===== config.mk =====
export PLATFORM = sky130hd
export DESIGN_NAME = hole_pocket_detector
export DESIGN_NICKNAME = d
export VERILOG_FILES = /design/src/rtl/hole_pkg.sv /design/src/rtl/ball_overlap_counter.sv /design/src/rtl/hole_pocket_detector.sv
export SDC_FILE = /design/constraint.sdc
export NUM_CORES = 1
export LEC_CHECK = 0
export CAP_MARGIN = 5
export CELL_PAD_IN_SITES_DETAIL_PLACEMENT = 1
export CELL_PAD_IN_SITES_GLOBAL_PLACEMENT = 1
export CORE_ASPECT_RATIO = 1.75
export CORE_MARGIN = 5
export CORE_UTILIZATION = 51
export DETAILED_ROUTE_END_ITERATION = 10
export PLACE_DENSITY_LB_ADDON = 0.2
export SLEW_MARGIN = 40
export SYNTH_ARGS = -nofsm -noshare
export SYNTH_HDL_FRONTEND = slang
export SYNTH_SLANG_ARGS = --single-unit

===== constraint.sdc =====
create_clock -name clk -period 4.8 [get_ports clk]
set_input_delay 0.96 -clock clk [delete_from_list [all_inputs] [get_ports clk]]
set_output_delay 0.96 -clock clk [all_outputs]
set_load 0.05 [all_outputs]

===== src/rtl/hole_pkg.sv =====
// Shared types and constants for the hole / pocket detection logic.
package hole_pkg;

    typedef logic [2:0] hole_id_t;

    localparam hole_id_t HOLE_NONE = 3'd0;
    localparam int       NUM_HOLES = 6;

    typedef enum logic [1:0] {
        ACCUM,
        SCAN,
        EMIT
    } pocket_state_t;

    // Only ids 1..NUM_HOLES name a real hole; 0 and 7 are treated as noise.
    function automatic logic is_real_hole(input hole_id_t h);
        return (h != HOLE_NONE) && (h <= hole_id_t'(NUM_HOLES));
    endfunction

endpackage


===== src/rtl/ball_overlap_counter.sv =====
// Per-ball overlap counter: counts ball/hole overlap pixels within one frame
// (saturating) and remembers which hole the first overlapping pixel belonged to.
module ball_overlap_counter
    import hole_pkg::*;
#(
    parameter int CNT_W = 6
) (
    input  logic             clk,
    input  logic             reset,
    input  logic             clear,
    input  logic             hit,
    input  hole_id_t         hole_in,
    output logic [CNT_W-1:0] cnt,
    output hole_id_t         hole
);

    localparam logic [CNT_W-1:0] CNT_MAX = '1;

    // A frame clear restarts the count, but a hit on that same cycle already
    // belongs to the new frame, so it becomes the first pixel of it.
    always_ff @(posedge clk) begin
        if (reset) begin
            cnt  <= '0;
            hole <= HOLE_NONE;
        end else if (clear) begin
            if (hit) begin
                cnt  <= CNT_W'(1);
                hole <= hole_in;
            end else begin
                cnt  <= '0;
                hole <= HOLE_NONE;
            end
        end else if (hit) begin
            if (cnt == '0) begin
                hole <= hole_in;
            end
            if (cnt != CNT_MAX) begin
                cnt <= cnt + CNT_W'(1);
            end
        end
    end

endmodule


===== src/rtl/hole_pocket_detector.sv =====
// Pocket detector: accumulates per-ball overlap with hole hit regions, snapshots
// the counts at each frame boundary, then scans the snapshot and hands one
// pocket event per newly pocketed ball to the game logic over valid/ready.
module hole_pocket_detector
    import hole_pkg::*;
#(
    parameter  int NUM_BALLS   = 16,
    parameter  int MIN_OVERLAP = 8,
    parameter  int CNT_W       = 6,
    localparam int IDX_W       = $clog2(NUM_BALLS)
) (
    input  logic                 clk,
    input  logic                 resetN,
    input  logic                 startOfFrame,
    input  logic                 Hit_Hole_DR,
    input  logic [2:0]           Hole_ID,
    input  logic [NUM_BALLS-1:0] Ball_DR,
    input  logic                 ball_restore,
    input  logic                 pocket_ready,
    output logic                 pocket_valid,
    output logic [IDX_W-1:0]     pocket_ball_id,
    output logic [2:0]           pocket_hole_id,
    output logic [NUM_BALLS-1:0] pocketed_mask,
    output logic                 cue_foul,
    output logic                 frame_overrun
);

    localparam logic [IDX_W-1:0] LAST_IDX = IDX_W'(NUM_BALLS - 1);

    logic [NUM_BALLS-1:0] ball_hit;
    logic [CNT_W-1:0]     cnt [NUM_BALLS];
    hole_id_t             hole [NUM_BALLS];
    logic                 hole_ok;

    logic [NUM_BALLS-1:0] snap_hit;
    hole_id_t             snap_hole [NUM_BALLS];

    pocket_state_t        state;
    pocket_state_t        next_state;
    logic [IDX_W-1:0]     idx;
    logic [IDX_W-1:0]     next_idx;
    logic                 cur_hit;
    logic                 accept;
    logic                 advance;

    assign hole_ok = is_real_hole(Hole_ID);

    for (genvar i = 0; i < NUM_BALLS; i++) begin : g_ball
        assign ball_hit[i] = Hit_Hole_DR && Ball_DR[i] && hole_ok && !pocketed_mask[i];

        ball_overlap_counter #(
            .CNT_W(CNT_W)
        ) u_counter (
            .clk    (clk),
            .reset  (resetN),
            .clear  (startOfFrame),
            .hit    (ball_hit[i]),
            .hole_in(Hole_ID),
            .cnt    (cnt[i]),
            .hole   (hole[i])
        );
    end

    // Freeze last frame's verdicts; a boundary arriving mid-scan is dropped
    // so the scan in progress keeps a consistent view.
    always_ff @(posedge clk) begin
        if (resetN) begin
            snap_hit <= '0;
            for (int i = 0; i < NUM_BALLS; i++) begin
                snap_hole[i] <= HOLE_NONE;
            end
        end else if (state == ACCUM && startOfFrame) begin
            for (int i = 0; i < NUM_BALLS; i++) begin
                snap_hit[i]  <= (cnt[i] >= CNT_W'(MIN_OVERLAP)) && !pocketed_mask[i];
                snap_hole[i] <= hole[i];
            end
        end
    end

    assign cur_hit        = snap_hit[idx] && !pocketed_mask[idx];
    assign pocket_ball_id = idx;
    assign pocket_hole_id = snap_hole[idx];

    // Scan state register and ball index.
    always_ff @(posedge clk) begin
        if (resetN) begin
            state <= ACCUM;
            idx   <= '0;
        end else begin
            state <= next_state;
            idx   <= next_idx;
        end
    end

    // Scan/emit decisions; a hit is offered in the SCAN cycle itself and held
    // in EMIT until accepted. Valid depends only on registered state.
    always_comb begin
        next_state   = state;
        next_idx     = idx;
        pocket_valid = 1'b0;
        accept       = 1'b0;
        advance      = 1'b0;
        case (state)
            ACCUM: begin
                if (startOfFrame) begin
                    next_state = SCAN;
                    next_idx   = '0;
                end
            end
            SCAN: begin
                if (cur_hit) begin
                    pocket_valid = 1'b1;
                    if (pocket_ready) begin
                        accept  = 1'b1;
                        advance = 1'b1;
                    end else begin
                        next_state = EMIT;
                    end
                end else begin
                    advance = 1'b1;
                end
            end
            EMIT: begin
                pocket_valid = 1'b1;
                if (pocket_ready) begin
                    accept  = 1'b1;
                    advance = 1'b1;
                end
            end
            default: begin
                next_state = ACCUM;
                next_idx   = '0;
            end
        endcase
        if (advance) begin
            if (idx == LAST_IDX) begin
                next_state = ACCUM;
                next_idx   = '0;
            end else begin
                next_state = SCAN;
                next_idx   = idx + IDX_W'(1);
            end
        end
    end

    // Pocketed mask, cue-ball foul pulse and sticky overrun flag; a restore
    // beats a simultaneous accept so a new rack starts fully clear.
    always_ff @(posedge clk) begin
        if (resetN) begin
            pocketed_mask <= '0;
            cue_foul      <= 1'b0;
            frame_overrun <= 1'b0;
        end else begin
            cue_foul <= accept && (idx == '0);
            if (ball_restore) begin
                pocketed_mask <= '0;
            end else if (accept) begin
                pocketed_mask[idx] <= 1'b1;
            end
            if (startOfFrame && state != ACCUM) begin
                frame_overrun <= 1'b1;
            end
        end
    end

endmodule


Yosys cells after proc, flatten, opt, wreduce, memory -nomap -nowiden
Memories as Yosys holds them, arrays and structs flattened. A register that Yosys moved wholly into a read port is not among the register bits.
Cells that the tools add are included.
{ "classes": {"add_sub_neg": 17, "n_mux": 174, "bitwise": 17, "n_eq_ne": 24, "n_lt_le_gt_ge": 19, "n_reduce_logical": 191} }
{ "op_table": {"columns": ["cell", "n"], "rows": [
  ["6-bit two-way mux", 48],
  ["3-bit two-way mux", 80],
  ["2-bit nonzero test", 49],
  ["6-bit by 1-bit adder with 6-bit output (second input constant)", 16],
  ["6-bit by 4-bit >= comparator with 1-bit output (second input constant)", 16],
  ["6-bit zero test", 16],
  ["6-bit != test (second input constant)", 16],
  ["1-bit logical AND", 70],
  ["2-bit AND reduction", 33],
  ["1-bit two-way mux", 29],
  ["4-bit two-way mux", 5],
  ["1-bit zero test", 17],
  ["1-bit OR", 16],
  ["16-bit OR", 1],
  ["3-bit != test (second input constant)", 3],
  ["1-bit binary-select mux with 4-bit select", 2],
  ["2-bit two-way mux", 4],
  ["4-bit one-hot mux with 2 select lines", 1],
  ["1-bit one-hot mux with 2 select lines", 3],
  ["2-bit one-hot mux with 3 select lines", 1],
  ["4-bit by 5-bit less-than comparator with 1-bit output (second input constant)", 1],
  ["4-bit by 1-bit adder with 4-bit output (second input constant)", 1],
  ["1-bit demux with 4-bit select", 1],
  ["4-bit == test (second input constant)", 1],
  ["other kinds (11)", 12]
]} }
{ "totals": {"out_inout_bits": 26, "ff_bits": 184, "word_cells": 481, "ram_bits": 48, "memories": 1, "in_bits": 25} }
{ "mem_list": {"columns": ["memory", "depth", "word_bits", "read_ports", "rd_ports_with_merged_regs", "wr", "line_no", "source"], "rows": [
  ["snap_hole", 16, 3, 1, 1, 16, "hole_pocket_detector.sv:36", "hole_id_t snap_hole [NUM_BALLS];"]
]} }

Depth between registers and ports, before layout
Gate-level depths: netlist of the first run.
{ "logic_depth": {"depth_word": 10, "depth_mapped": 9} }

Modules after synthesis
Synthesis of the first run repeated with hierarchy kept, for this count alone.
{ "hier_totals": {"cells_unflattened": 1348, "hier_area_um2": 12942.4} }
{ "by_module_without_submodules": {"columns": ["module", "seq_area_each_um2", "area_per_inst_um2", "instances", "cells_per_inst"], "rows": [
  ["ball_overlap_counter", 180.2, 525.5, 16, 60],
  ["hole_pocket_detector", 2322.2, 4534.3, 1, 388]
]} }

Least setup slack after synthesis of the first run
No wires, ideal clock.
{ "synth_path": {"path_kind": "register -> output", "startpoint": "register idx[0], in the netlist pocket_ball_id[0]", "endpoint": "output port pocket_valid", "n_path_buf": 1, "path_slack_ps": 1086, "t_required_ps": 3840, "arrival_time_ps": 2754, "stages_incl_launch_ff": 7, "path_cell_list": "dfxtp_1 > buf_6 > mux4_2 > a22oi_2 > nand3_2 > o31a_2 > nor2b_1"} }
{ "synth_via": {"elab_chain_cells": 6, "word_cells_on_any_way": 8, "cone_classes": "mux: 6; reduce/logical: 2"} }
{ "synth_rtl": {"columns": ["element", "line_no", "source"], "rows": [
  ["start, declared", "hole_pocket_detector.sv:40", "logic [IDX_W-1:0] idx;"],
  ["start signal, assigned", "hole_pocket_detector.sv:91", "idx <= next_idx;"],
  ["1-bit binary-select mux with 4-bit select", "hole_pocket_detector.sv:80", "assign cur_hit = snap_hit[idx] && !pocketed_mask[idx];"],
  ["1-bit two-way mux (implied by the code)", "hole_pocket_detector.sv:80", null],
  ["1-bit zero test", "hole_pocket_detector.sv:80", null],
  ["1-bit logical AND *", "hole_pocket_detector.sv:80", null],
  ["1-bit two-way mux *", "hole_pocket_detector.sv:111", "if (cur_hit) begin"],
  ["1-bit one-hot mux with 2 select lines *", "hole_pocket_detector.sv:103", "case (state)"],
  ["end, declared", "hole_pocket_detector.sv:20", "output logic pocket_valid,"]
]} }
Mark *: on every way between the ends. The rest lies on a longest branch, timed or not. The select of a mux whose other input is x is not followed.

Final worst setup path of the first run
Same ends and word-level chain as after synthesis.

==> results of run 1 <==
[power groups by stage]
stage                     sequential, mW  clock [mW]  combinational [mW]
after global placement              2.24           0               0.622
after floorplan                     2.23           0               0.440
after global routing                2.21        2.12               0.697
after CTS                           2.20        2.03               0.646
final                               2.20        2.00               0.645
after detailed placement            2.25           0               0.639
[worst reg2reg max path, cell delays in order (launching register included)]
cell	delay, ns
sky130_fd_sc_hd__dfxtp_1	0.71
sky130_fd_sc_hd__mux4_1	0.62
sky130_fd_sc_hd__a22oi_1	0.16
sky130_fd_sc_hd__and3_1	0.26
sky130_fd_sc_hd__o311ai_1	0.12
sky130_fd_sc_hd__buf_4	0.19
sky130_fd_sc_hd__or3_1	0.33
sky130_fd_sc_hd__a211oi_1	0.27
[kinds of logic after synthesis]
| kind of cell | count (synthesis) |
|---|---|
| AND/OR/NAND/NOR | 459 |
| AO/OA/AOI/OAI | 248 |
| flip-flops | 236 |
| buffers and inverters | 115 |
| adder cells (fa/ha/maj) | 40 |
| multiplexers | 36 |
| XOR/XNOR | 28 |
[state kept, by name, indices dropped and copies added (netlist names), named ones only]
name and cells:
g_ball.u_counter.hole 48, snap_hit 16, snap_hole 48, frame_overrun 1
pocketed_mask 16, cue_foul 1, g_ball.u_counter.cnt 96, pocket_ball_id 4
state 2
[final timing paths]
check / slack, ns / to
worst max-delay path: 0.38 / pocket_valid
worst min-delay path: 0.47 / snap_hit[6]$_SDFFE_PP0P_
worst max register to register: 2.06 / flop
worst min register to register: 0.47 / snap_hit[6]$_SDFFE_PP0P_
[through the flow]
stage	utilization [%]	power, mW	setup WS [ns]	hold WS (ns)
floorplan	-	2.67	1.09	0.416
global placement	55.3	2.86	1.00	0.428
detailed placement	55.3	2.89	0.889	0.453
CTS	59.1	4.88	0.343	0.468
global route	59.2	5.03	0.217	0.483
finish	59.2	4.85	0.377	0.467
[metal layers]
| metal | track usage (%) | wire, um | vias up |
|---|---|---|---|
| met5 | 0 | 0 | - |
| met2 | 48.4 | 17000 | 189 |
| met4 | 10.3 | 1330 | 0 |
| met3 | 2.68 | 1060 | 72 |
| met1 | 27.6 | 12100 | 4510 |
| li1 | - | - | 4258 |
[Yosys cell counts (all sizes together) (35+ instances only)]
master	number	area, um^2
a21oi	58	290
a22oi	42	320
and2	36	225
clkbuf	39	148
dfxtp	188	3760
edfxtp	48	1440
ha	40	500
inv	57	214
nand2	56	210
nand3	35	180
nor2	127	477
nor2b	38	238
nor3	57	325
[cell type report]
cell class / instances / share of cell area [%]
Antenna cell: 1 / 0.0196
Multi-Input combinational cell: 811 / 43.4
Clock buffer: 27 / 4.70
Sequential cell: 236 / 40.7
Tap cell: 292 / 2.86
Inverter: 57 / 1.67
Timing Repair Buffer: 67 / 4.90
Clock inverter: 14 / 1.74
==> load_flow_metrics.sql, run 1 <==
INSERT INTO impl_metrics (metric_group, metric, value, unit) VALUES
('yosys', 'yosys-mux-area-fraction', '6.05', '%'),
('global_route', 'overall_overflow_remaining_after_global_route', '0', ''),
('global_route', 'grt_pass1_wl', '50100', 'um'),
('timing', 'final.setup.tns', '0', 'ns'),
('cts', 'cts_htree_levels', '1', ''),
('critical_path', 'worstPathArrival', '3.46', 'ns'),
('timing', 'tightestPinTransition', '0.823', 'ns'),
('critical_path', 'worst-path-stages', '6', ''),
('critical_path', 'cp_top_family', 'buffers and inverters', ''),
('yosys', 'synth_sequential_area_ratio', '46.4', '%'),
('critical_path', 'worst_path_required', '3.84', 'ns'),
('timing', 'drv_slew', '0', ''),
('critical_path', 'critical_path_buf_inv_count', '1', ''),
('cells_and_area', 'sequential_cell_area', '0.00520', 'mm^2'),
('timing', 'relSlewSlack', '45.0', '%'),
('routing', 'drt_iter0_markers', '549', ''),
('cts', 'cts.root.buffer_cell', 'sky130_fd_sc_hd__clkbuf_16', ''),
('placed_design', 'placed_inst_area', '0.0119', 'mm^2'),
('pwr', 'total_switching_power', '1.26', 'mW'),
('routing', 'route.final.wire_length', '31400', 'um'),
('die', 'floorplan_die_area', '0.0252', 'mm^2'),
('global_route', 'pin_count_of_the_biggest_net_entering_global_routing', '86', ''),
('critical_path', 'cpMaxStageDelayCell', 'sky130_fd_sc_hd__clkdlybuf4s50_1', ''),
('hold_path', 'worst_hold_path_type', 'flop to flop', ''),
('global_route', 'vias_in_the_first_global_route', '9491', ''),
('routing', 'detailroute.via_count', '9029', ''),
('die', 'die_boundary_height', '206', 'um'),
('yosys', 'netlist_area', '0.0112', 'mm^2'),
('die', 'die_width', '122', 'um'),
('critical_path', 'critPathCaptureType', 'primary output', ''),
('yosys', 'cell_count_after_synthesis', '1162', ''),
('pwr', 'power.static_leakage', '4.61', 'nW'),
('critical_path', 'path_max_fanout', '13', ''),
('yosys', 'synth_enable_flop_cells', '48', ''),
('pwr', 'vdd.ir_drop.worst', '0.243', 'mV'),
('cells_and_area', 'multi_input_gate_area_in_the_final_layout', '0.00555', 'mm^2'),
('yosys', 'synth_top_flop_cell', 'sky130_fd_sc_hd__dfxtp_1', ''),
('placed_design', 'cell_count_post_placement', '1462', ''),
('pwr', 'share_clk_of_total_power', '41.3', '%'),
('critical_path', 'crit-reg2reg-launch', 'pocket_ball_id[0]$_SDFFE_PP0P_', ''),
('cts', 'cts_clock_pin_slew_for_the_worst_setup_and_hold_paths', '0.07', 'ns'),
('routing', 'viasPerCell', '6.00', ''),
('critical_path', 'cell_count_of_the_worst_reg_to_reg_path', '7', ''),
('cells_and_area', 'final-instance-count-excl-fill', '1505', ''),
('cells_and_area', 'fin_area', '0.0128', 'mm^2'),
('global_route', 'grt_antenna_before_repair', '1', ''),
('run_status', 'outcome', 'finished clean', ''),
('cells_and_area', 'drive_gt1_share', '8.25', '%'),
('yosys', 'synth-simple-area-share', '21.7', '%'),
('cts', 'postCtsResizedCells', '0', ''),
('pwr', 'powerDensity', '379', 'mW/mm^2'),
('die', 'initial_utilization', '51.9', '%'),
('routing', 'antenna_left', '0', ''),
('pwr', 'sw_frac_of_total', '25.9', '%'),
('routing', 'drt_pre_antenna_iters', '5', ''),
('yosys', 'dominant_combinational_cell_family_by_area_after_synthesis', 'simple AND/OR/NAND/NOR gates', ''),
('routing', 'wire_per_inst', '20.9', 'um'),
('cells_and_area', 'fillerInstances', '2384', ''),
('yosys', 'syn_avg_cell_area', '9.64', 'um^2'),
('timing', 'timing.final.setup_violations', '0', ''),
('yosys', 'async_flop_share', '0', '%'),
('die', 'floorplan.io_pins', '51', ''),
('yosys', 'yosysWarningCount', '0', ''),
('yosys', 'mappedNetlistNets', '1227', ''),
('yosys', 'complex_gate_fraction_of_the_synthesized_area', '14.9', '%'),
('timing', 'min_period', '4.42', 'ns'),
('timing', 'rsz0062_at_grt', 'false', ''),
('critical_path', 'timing.critical_path.cells', 'mux4_1 > a22oi_2 > nand3_2 > o31a_2 > nor2b_1 > clkdlybuf4s50_1', ''),
('yosys', 'post_synth_fa_ha_maj_area_fraction', '4.47', '%'),
('global_route', 'track_usage', '25.1', '%'),
('yosys', 'synth_xor_area_share', '2.19', '%');
(Power assumes the default switching activity.)
==> run 2: changes to the inputs <==
--- a/config.mk
+++ b/config.mk
@@ -8,7 +8,7 @@
 export CAP_MARGIN = 5
 export CELL_PAD_IN_SITES_DETAIL_PLACEMENT = 1
 export CELL_PAD_IN_SITES_GLOBAL_PLACEMENT = 1
-export CORE_ASPECT_RATIO = 1.75
+export CORE_ASPECT_RATIO = 0.8
 export CORE_MARGIN = 5
 export CORE_UTILIZATION = 51
 export DETAILED_ROUTE_END_ITERATION = 10
==> load_flow_metrics.sql, run 2 (synthesized netlist as in run 1, its figures left out) <==
INSERT INTO impl_metrics (metric_group, metric, value, unit) VALUES
('cts', 'tritoncts.num_buffers', '25', ''),
('critical_path', 'critPathCaptureType', 'primary output', ''),
('cells_and_area', 'finish.net_count', '1265', ''),
('cts', 'cts_tree', 'done', ''),
('critical_path', 'cp-start-kind', 'flop', ''),
('critical_path', 'worst_path_required', '3.84', 'ns'),
('timing', 'timing.clock.skew', '0.00883', 'ns'),
('placed_design', 'place.port_buffers', '50', ''),
('global_route', 'grt_pass1_wl', '52600', 'um'),
('cts', 'cts.repair_timing.setup_buffer_count', '0', ''),
('timing', 'hold_violations', '0', ''),
('global_route', 'vias_in_the_first_global_route', '9532', ''),
('die', 'initial_utilization', '51.8', '%'),
('routing', 'drcViolationCount', '0', ''),
('critical_path', 'critPathLaunch', 'pocket_ball_id[0]$_SDFFE_PP0P_', ''),
('cells_and_area', 'layout-area-overhead-vs-synth', '13.6', '%'),
('cells_and_area', 'layout_commonest_cell', 'sky130_fd_sc_hd__dfxtp_1', ''),
('placed_design', 'estimated_wirelength_of_the_detail_placed_design', '22400', 'um'),
('placed_design', 'finalWeightedCongestion', '0.830', ''),
('cts', 'clk-insertion-delay-late', '0.52', 'ns'),
('critical_path', 'crit-reg2reg-launch', 'pocket_ball_id[0]$_SDFFE_PP0P_', ''),
('critical_path', 'worstPathArrival', '3.44', 'ns'),
('cells_and_area', 'most-common-layout-cells', 'sky130_fd_sc_hd__dfxtp_1, sky130_fd_sc_hd__nor2_1, sky130_fd_sc_hd__a21oi_1', ''),
('cts', 'cts_clock_pin_slew_for_the_worst_setup_and_hold_paths', '0.06', 'ns'),
('cells_and_area', 'largestRegisters', 'g_ball.u_counter.cnt (96), g_ball.u_counter.hole (48), snap_hole (48)', ''),
('critical_path', 'path_max_fanout', '13', ''),
('die', 'rows', '48', ''),
('routing', 'drt_pre_antenna_iters', '5', ''),
('cells_and_area', 'share_of_the_core_filled_with_cells', '58.9', '%'),
('routing', 'antenna_left', '0', ''),
('cts', 'cts-hold-fix-buffers', '0', ''),
('run_status', 'outcome', 'finished clean', ''),
('timing', 'final.setup.tns', '0', 'ns'),
('pwr', 'power.static_leakage', '4.59', 'nW'),
('hold_path', 'worst_hold_path_type', 'flop to flop', ''),
('routing', 'viasPerCell', '6.14', ''),
('critical_path', 'critPathKind', 'flop to primary output', ''),
('routing', 'detailroute.via_count', '9174', ''),
('timing', 'rsz0062_at_grt', 'false', ''),
('pwr', 'finalPower', '4.75', 'mW'),
('timing', 'fmax', '227', 'MHz'),
('cts', 'cts.root.buffer_cell', 'sky130_fd_sc_hd__clkbuf_16', ''),
('cells_and_area', 'drive_gt1_share', '8.54', '%'),
('die', 'floorplan_die_area', '0.0251', 'mm^2'),
('cts', 'cts_sinks', '236', ''),
('die', 'core', '0.0216', 'mm^2'),
('timing', 'relSlewSlack', '38.4', '%'),
('placed_design', 'cell_count_post_placement', '1448', ''),
('pwr', 'powerDensity', '373', 'mW/mm^2'),
('global_route', 'pin_count_of_the_biggest_net_entering_global_routing', '56', ''),
('routing', 'drt_iter0_markers', '635', ''),
('global_route', 'track_usage', '26.2', '%'),
('global_route', 'grt_antenna_before_repair', '1', ''),
('timing', 'tightestPinTransition', '0.917', 'ns'),
('cells_and_area', 'flip_flop_count_of_the_largest_register_after_layout', '96', ''),
('cts', 'clock_path_buffers', '3', ''),
('pwr', 'vdd.ir_drop.worst', '0.238', 'mV'),
('timing', 'min_period_over_period', '91.7', '%'),
('cells_and_area', 'fillerInstances', '2423', ''),
('cells_and_area', 'top_register', 'g_ball.u_counter.cnt', ''),
('cts', 'postCtsResizedCells', '0', ''),
('hold_path', 'min-delay-start', 'snap_hit[8]$_SDFFE_PP0P_', ''),
('timing', 'drv_slew', '0', ''),
('die', 'die_boundary_height', '143', 'um'),
('routing', 'wire_per_inst', '22.1', 'um'),
('routing', 'route.final.wire_length', '33000', 'um'),
('flow_run', 'maxCapViolCount', '0', ''),
('cells_and_area', 'final-instance-count-excl-fill', '1494', ''),
('timing', 'min_period', '4.40', 'ns'),
('timing', 'timing.final.setup_violations', '0', ''),
('die', 'floorplan.io_pins', '51', ''),
('die', 'die_width', '176', 'um'),
('cts', 'cts_htree_levels', '1', ''),
('global_route', 'overall_overflow_remaining_after_global_route', '0', '');
## run 2: final timing paths
| kind | slack (ns) | end | cells after the start |
|---|---|---|---|
| worst max-delay path | 0.40 | pocket_valid | 6 |
| worst max register to register | 2.07 | flop | 7 |
| worst min register to register | 0.45 | snap_hit[8]$_SDFFE_PP0P_ | 2 |
| worst min-delay path | 0.45 | snap_hit[8]$_SDFFE_PP0P_ | 2 |
## run 2: cell type report
type | instances | area, um^2 | area share (%)
inverters | 57 | 215 | 1.69
clock inverters | 17 | 140 | 1.10
clock buffers | 28 | 647 | 5.08
diodes | 1 | 2.50 | 0.0196
repair buffers | 69 | 642 | 5.04
flip-flops and latches | 236 | 5200 | 40.9
multi-input cells | 811 | 5540 | 43.5
well taps | 275 | 344 | 2.70
## run 2: power breakdown
part	total, mW	switching (mW)	internal (mW)	leakage, nW
combinational	0.652	0.420	0.232	2.17
sequential	2.20	0.0596	2.14	2.04
clock	1.90	0.821	1.08	0.380
total	4.75	1.30	3.45	4.59
## run 2: worst max-delay path, stage by stage (launching register included)
cell and delay, ns:
sky130_fd_sc_hd__dfxtp_1 0.70, sky130_fd_sc_hd__mux4_2 0.59, sky130_fd_sc_hd__a22oi_2 0.20, sky130_fd_sc_hd__nand3_2 0.12, sky130_fd_sc_hd__o31a_2 0.38, sky130_fd_sc_hd__nor2b_1 0.12
sky130_fd_sc_hd__clkdlybuf4s50_1 0.81
## run 2: through the flow
stage / hold slack [ns] / cell area, um^2 / setup slack, ns
floorplan: 0.416 / 11200 / 1.09
CTS: 0.459 / 12700 / 0.363
detailed placement: 0.445 / 11900 / 0.933
global placement: 0.432 / 11900 / 0.994
finish: 0.455 / 12700 / 0.397
global route: 0.489 / 12700 / 0.238
## run 2: per-layer routing
layer | up-vias | wire (um) | track usage [%]
met5 | - | 0 | 0
met4 | 0 | 725 | 6.36
met3 | 52 | 1730 | 3.88
met2 | 222 | 15600 | 44.3
met1 | 4634 | 15000 | 35.9
li1 | 4266 | - | -
==> run 3: changes to the inputs <==
--- a/config.mk
+++ b/config.mk
@@ -5,7 +5,7 @@
 export SDC_FILE = /design/constraint.sdc
 export NUM_CORES = 1
 export LEC_CHECK = 0
-export CAP_MARGIN = 5
+export CAP_MARGIN = 10
 export CELL_PAD_IN_SITES_DETAIL_PLACEMENT = 1
 export CELL_PAD_IN_SITES_GLOBAL_PLACEMENT = 1
 export CORE_ASPECT_RATIO = 0.8
==> results of run 3 <==
Same layout as run 2: the final DEF is identical, and so are final timing and power.
